[src/rtl/mmio_console_tx.sv]
// MMIO console sink: buffers PUTC bytes in a FIFO and shifts them out as 8N1 UART on tx.
// Latches the first EXIT code and raises exit_valid once all queued output has left the wire.
module mmio_console_tx #(
  parameter logic [31:0] PUTC_ADDR  = 32'h8000_001c,
  parameter logic [31:0] EXIT_ADDR  = 32'h8000_002c,
  parameter logic [31:0] STAT_ADDR  = 32'h8000_0030,
  parameter int unsigned DIVISOR    = 868,
  parameter int unsigned FIFO_DEPTH = 16
) (
  input  logic        clk,
  input  logic        resetb,
  input  logic        wready,
  input  logic [31:0] waddr,
  input  logic [31:0] wdata,
  input  logic [3:0]  wstrb,
  output logic        wvalid,
  input  logic        rready,
  input  logic [31:0] raddr,
  output logic        rresp,
  output logic [31:0] rdata,
  output logic        tx,
  output logic        exit_valid,
  output logic [31:0] exit_code
);

  localparam int unsigned PtrW = (FIFO_DEPTH > 1) ? $clog2(FIFO_DEPTH) : 1;
  localparam int unsigned CntW = (DIVISOR > 1) ? $clog2(DIVISOR) : 1;

  typedef enum logic [1:0] {StIdle, StStart, StData, StStop} state_e;

  state_e            state_q, state_d;
  logic [CntW-1:0]   cnt_q, cnt_d;
  logic [2:0]        bit_q, bit_d;
  logic [7:0]        shift_q, shift_d;
  logic              tx_q, tx_d;

  logic [7:0]        mem_q [FIFO_DEPTH];
  logic [7:0]        mem_d [FIFO_DEPTH];
  logic [PtrW-1:0]   wr_ptr_q, wr_ptr_d;
  logic [PtrW-1:0]   rd_ptr_q, rd_ptr_d;
  logic [PtrW:0]     count_q, count_d;

  logic              exit_pending_q, exit_pending_d;
  logic [31:0]       exit_code_q, exit_code_d;
  logic              exit_valid_q, exit_valid_d;
  logic              rresp_q, rresp_d;
  logic [31:0]       rdata_q, rdata_d;

  logic              empty, full, tx_busy, w_fire, push, pop, bit_end;
  logic              unused_wstrb;

  assign empty   = (count_q == '0);
  assign full    = (count_q == (PtrW+1)'(FIFO_DEPTH));
  assign tx_busy = (state_q != StIdle);
  assign bit_end = (cnt_q == CntW'(DIVISOR - 1));

  // Back-pressure comes only from the registered count, so a same-cycle pop never reopens it.
  assign wvalid = !full;
  assign w_fire = wready && wvalid;
  assign push   = w_fire && (waddr == PUTC_ADDR) && wstrb[0] && !exit_pending_q;

  assign unused_wstrb = ^wstrb[3:1];

  // Serializer: pops on leaving IDLE or at the end of STOP, so queued frames run back-to-back.
  always_comb begin
    state_d = state_q;
    cnt_d   = cnt_q;
    bit_d   = bit_q;
    shift_d = shift_q;
    pop     = 1'b0;
    unique case (state_q)
      StIdle: begin
        cnt_d = '0;
        if (!empty) begin
          pop     = 1'b1;
          shift_d = mem_q[rd_ptr_q];
          state_d = StStart;
        end
      end
      StStart: begin
        if (bit_end) begin
          cnt_d   = '0;
          bit_d   = 3'd0;
          state_d = StData;
        end else begin
          cnt_d = cnt_q + CntW'(1);
        end
      end
      StData: begin
        if (bit_end) begin
          cnt_d   = '0;
          shift_d = {1'b0, shift_q[7:1]};
          if (bit_q == 3'd7) begin
            state_d = StStop;
          end else begin
            bit_d = bit_q + 3'd1;
          end
        end else begin
          cnt_d = cnt_q + CntW'(1);
        end
      end
      StStop: begin
        if (bit_end) begin
          cnt_d = '0;
          if (!empty) begin
            pop     = 1'b1;
            shift_d = mem_q[rd_ptr_q];
            state_d = StStart;
          end else begin
            state_d = StIdle;
          end
        end else begin
          cnt_d = cnt_q + CntW'(1);
        end
      end
      default: state_d = StIdle;
    endcase
  end

  // Line level follows the current state one cycle later.
  always_comb begin
    tx_d = 1'b1;
    unique case (state_q)
      StIdle:  tx_d = 1'b1;
      StStart: tx_d = 1'b0;
      StData:  tx_d = shift_q[0];
      StStop:  tx_d = 1'b1;
      default: tx_d = 1'b1;
    endcase
  end

  always_comb begin
    mem_d    = mem_q;
    wr_ptr_d = wr_ptr_q;
    rd_ptr_d = rd_ptr_q;
    count_d  = count_q;
    if (push) begin
      mem_d[wr_ptr_q] = wdata[7:0];
      wr_ptr_d        = wr_ptr_q + PtrW'(1);
    end
    if (pop) begin
      rd_ptr_d = rd_ptr_q + PtrW'(1);
    end
    if (push && !pop) begin
      count_d = count_q + (PtrW+1)'(1);
    end else if (pop && !push) begin
      count_d = count_q - (PtrW+1)'(1);
    end
  end

  always_comb begin
    exit_pending_d = exit_pending_q;
    exit_code_d    = exit_code_q;
    if (w_fire && (waddr == EXIT_ADDR) && !exit_pending_q) begin
      exit_pending_d = 1'b1;
      exit_code_d    = wdata;
    end
    exit_valid_d = exit_valid_q || (exit_pending_q && empty && !tx_busy);
  end

  always_comb begin
    rresp_d = rready && (raddr == STAT_ADDR);
    rdata_d = '0;
    if (rresp_d) begin
      rdata_d = {16'h0, 8'(count_q), 4'h0, exit_pending_q, tx_busy, full, empty};
    end
  end

  // Storage is not reset; flushing the pointers and count empties the FIFO.
  always_ff @(posedge clk) begin
    mem_q <= mem_d;
  end

  always_ff @(posedge clk) begin
    if (!resetb) begin
      state_q        <= StIdle;
      cnt_q          <= '0;
      bit_q          <= 3'd0;
      shift_q        <= 8'h00;
      tx_q           <= 1'b1;
      wr_ptr_q       <= '0;
      rd_ptr_q       <= '0;
      count_q        <= '0;
      exit_pending_q <= 1'b0;
      exit_code_q    <= 32'h0;
      exit_valid_q   <= 1'b0;
      rresp_q        <= 1'b0;
      rdata_q        <= 32'h0;
    end else begin
      state_q        <= state_d;
      cnt_q          <= cnt_d;
      bit_q          <= bit_d;
      shift_q        <= shift_d;
      tx_q           <= tx_d;
      wr_ptr_q       <= wr_ptr_d;
      rd_ptr_q       <= rd_ptr_d;
      count_q        <= count_d;
      exit_pending_q <= exit_pending_d;
      exit_code_q    <= exit_code_d;
      exit_valid_q   <= exit_valid_d;
      rresp_q        <= rresp_d;
      rdata_q        <= rdata_d;
    end
  end

  assign tx         = tx_q;
  assign rresp      = rresp_q;
  assign rdata      = rdata_q;
  assign exit_valid = exit_valid_q;
  assign exit_code  = exit_code_q;

endmodule

[config.mk]
export PLATFORM = sky130hd
export DESIGN_NAME = mmio_console_tx
export DESIGN_NICKNAME = d
export VERILOG_FILES = /design/src/rtl/mmio_console_tx.sv
export SDC_FILE = /design/constraint.sdc
export NUM_CORES = 1
export LEC_CHECK = 0
export CORE_ASPECT_RATIO = 1.5
export CORE_MARGIN = 5
export CORE_UTILIZATION = 45
export CTS_CLUSTER_DIAMETER = 80
export DETAILED_ROUTE_END_ITERATION = 8
export HOLD_SLACK_MARGIN = 0.15
export PLACE_DENSITY_LB_ADDON = 0.12
export SLEW_MARGIN = 20
export SYNTH_ARGS = -nofsm -noshare
export SYNTH_HDL_FRONTEND = slang
export SYNTH_SLANG_ARGS = --single-unit
[constraint.sdc]
create_clock -name clk -period 8.43 [get_ports clk]
set_input_delay 1.2645 -clock clk [delete_from_list [all_inputs] [get_ports clk]]
set_output_delay 1.2645 -clock clk [all_outputs]
set_load 0.1 [all_outputs]
==> summary.txt <==
Run status
  – Outcome: finished clean

Logic synthesis
  – EDFF count, synth: between 100 and 150
  – Synth top area cells: edfxtp_1 43%, dfxtp_1 18%, mux4_2 8.0%
  – Main flop type after synthesis: edfxtp_1
  – Mapped Area: ~9000 µm²
  – Cells after synthesis: 643
  – Sequential area share after synthesis: between 60% and 70%
  – Post-synth top area share: between 40% and 50%
  – Area leader, netlist: edfxtp_1
  – Post-synthesis async set-or-reset flop share: 0%
  – Cell variety after synth: between 60 and 70
  – Synthesized flop and latch total: 209
  – Avg Inst Size Synth: approximately 14 µm²
  – Synthesis warning total: 0

Global route
  – Vias in the first global route: roughly 6k
  – Total track usage: between 10% and 20%
  – First-pass GRT wire length: 31700 µm
  – Pin count of the biggest net entering global routing: 70
  – Initial antenna violation count: 0
  – Congestion Overflow GR: 0

Clock tree
  – CTS clock-pin slew for the worst setup and hold paths: 60 ps
  – Clock Path Buffers: 3
  – H-tree Lvls: 1
  – Setup bufs post-CTS: 0
  – Num CTS Buffers: 21
  – Worst-Skew Late Latency: about 500 ps
  – TritonCTS clock tree: done
  – Cts hold-fix bufs: 0
  – Post-CTS sizing: 0
  – Clock root buffer master: clkbuf_16
  – Clk sink count: 209

Critical path
  – Critical-path cell list: clkdlybuf4s50_1 -> nor4b_2 -> nand4_2 -> nor4_4 -> ha_1 -> inv_1 -> ha_1 -> nor2b_1 -> o21a_1 -> or3_1 -> a21oi_1 -> mux2i_1
  – Slowest-stage cell, CP: nor4_4
  – CP delay by family, top: simple AND/OR/NAND/NOR gates
  – Crit Path Category: in2reg
  – Max FO, Critical Path: 9
  – Crit-path max cell delay: 550 ps
  – WP buf/inv: 2
  – Required time worst endpoint: 8850 ps
  – Crit path arrival time: 4640 ps
  – Crit path capture type: flip-flop
  – Startpoint types: primary input
  – CP dominant cell by count: ha_1

Run
  – Max-cap violations: 0

Layout
  – Commonest non-fill, non-tap cell in the layout: clkdlybuf4s50_1
  – Area grow syn2layout: 24.6%
  – Design area: 11200 µm²
  – Layout Nets: 907
  – Layout cells sized above 1: between 10% and 20%
  – Ant. Diodes: 0
  – Most frequent cells in the layout: 144 x clkdlybuf4s50_1, 128 x edfxtp_1, 79 x dfxtp_1, 54 x nand2_1, 32 x mux4_2

Timing
  – F_max: 237 MHz
  – Fin worst setup slack: 4210 ps
  – Post-route minimum period: roughly 4200 ps
  – Max_slew headroom: between 30% and 40%
  – Final Skew: around 9 ps
  – Final hold vios: 0
  – RSZ-0062 raised after global routing: false
  – Hold_ws: 451 ps
  – Part of the cycle the worst path needs: around 50%
  – Count of final setup violators: 0
  – Worst slew pin tran: ~1000 ps
  – Slew Limit Fails: 0
  – Setup tns final: 0 ps

Floorplan
  – Die Y: approximately 180 µm
  – Row cnt: between 60 and 70
  – Die area: about 23000 µm²
  – Core area: roughly 20000 µm²
  – Die width: 126 µm
  – Initial Utilization: a little under half
  – I/O pin count: around 170

Placement
  – GP Congestion: roughly 0.81
  – I/O Buffers: about 150
  – Dpl hpwl: 14200 µm
  – Place WS: about 3700 ps
  – Placed inst area: approximately 11000 µm²

Route
  – Initial drt markers: 316
  – Post-route ant nets: 0
  – Final WL: around 20000 µm
  – Vias per Instance: 5.21
  – Routed vias: about 5.5k
  – Routed len/inst: roughly 19 µm
  – Drt first pass iters: 4
  – DRC violation count after routing: 0

Pwr
  – VDD IR max: 0.000191 V
  – Pwr per Cell Area: around 250 nW/µm²
  – Power Total: between 2 and 3 mW
  – P_leak: 3.64 nW

Hold path
  – Worst Hold Class: reg2reg
[logic make-up after synthesis]
logic type | after synthesis | synth area share (%)
AO/OA/AOI/OAI | 88 | 8.65
XOR/XNOR | 14 | 1.36
adder cells (fa/ha/maj) | 18 | 2.58
buffers and inverters | 66 | 4.43
flip-flops | 209 | 60.6
multiplexers | 38 | 8.66
other | 1 | 0.0416
AND/OR/NAND/NOR | 209 | 13.7
[flip-flops by register name, indices dropped and copies added, names as in the netlist, 3 cells and up]
signal / flops
wr_ptr_q: 4
cnt_q: 10
exit_code: 32
rdata: 9
shift_q: 8
rd_ptr_q: 4
bit_q: 3
count_q: 5
mem_q: 128
[Yosys cell counts (15+ instances only)]
cell and instances:
edfxtp_1 128, dfxtp_1 81, nand2_1 54, mux4_2 32, a21boi_2 30, nand2_2 30, nor2_1 26, buf_4 23
clkbuf_1 17, ha_1 17, a22oi_1 16, and2_1 15, nor4_1 15
[worst paths after layout]
kind,slack [ps],start,depth (start not counted),end
worst max register to register,4940,cnt_q[0],13,count_q[4]
worst max-delay path,4210,waddr[28],12,count_q[4]
worst min register to register,450,exit_code[9],2,exit_code[9]
worst min-delay path,450,exit_code[9],2,exit_code[9]
[layer usage]
layer	GRT usage, %	vias up	share of wire, %
li1	-	2644	-
met1	18.9	2673	36
met2	33.1	167	55
met3	3.44	32	6.1
met4	5.51	0	2.7
met5	0	-	0
[worst min-delay path, cell delays in order, from the launching register on]
cell,delay [ps]
dfxtp_1,310
nand2_2,60
a21boi_2,40
[power by group]
| part | internal (mW) | total [mW] | switching [mW] |
|---|---|---|---|
| combinational | 0.312 | 0.676 | 0.364 |
| clock | 0.526 | 0.899 | 0.373 |
| sequential | 1.13 | 1.18 | 0.0512 |
| total | 1.97 | 2.75 | 0.789 |
[per-stage QoR]
| stage | cells | utilization, % |
|---|---|---|
| after floorplan | 665 | - |
| after global placement | 1022 | 53.4 |
| after detailed placement | 1022 | 53.4 |
| after CTS | 1058 | 56.7 |
| after global routing | 1058 | 56.8 |
| final | 1058 | 56.8 |
[layout make-up]
class	instances	area (µm²)
Sequential cell	209	5470
Inverter	12	45.0
Clock buffer	23	543
Tap cell	260	325
Fill cell	1567	8560
Multi-Input combinational cell	390	3230
Timing Repair Buffer	151	1490
Clock inverter	13	121
Note: power is estimated with default switching activity, not from simulation.
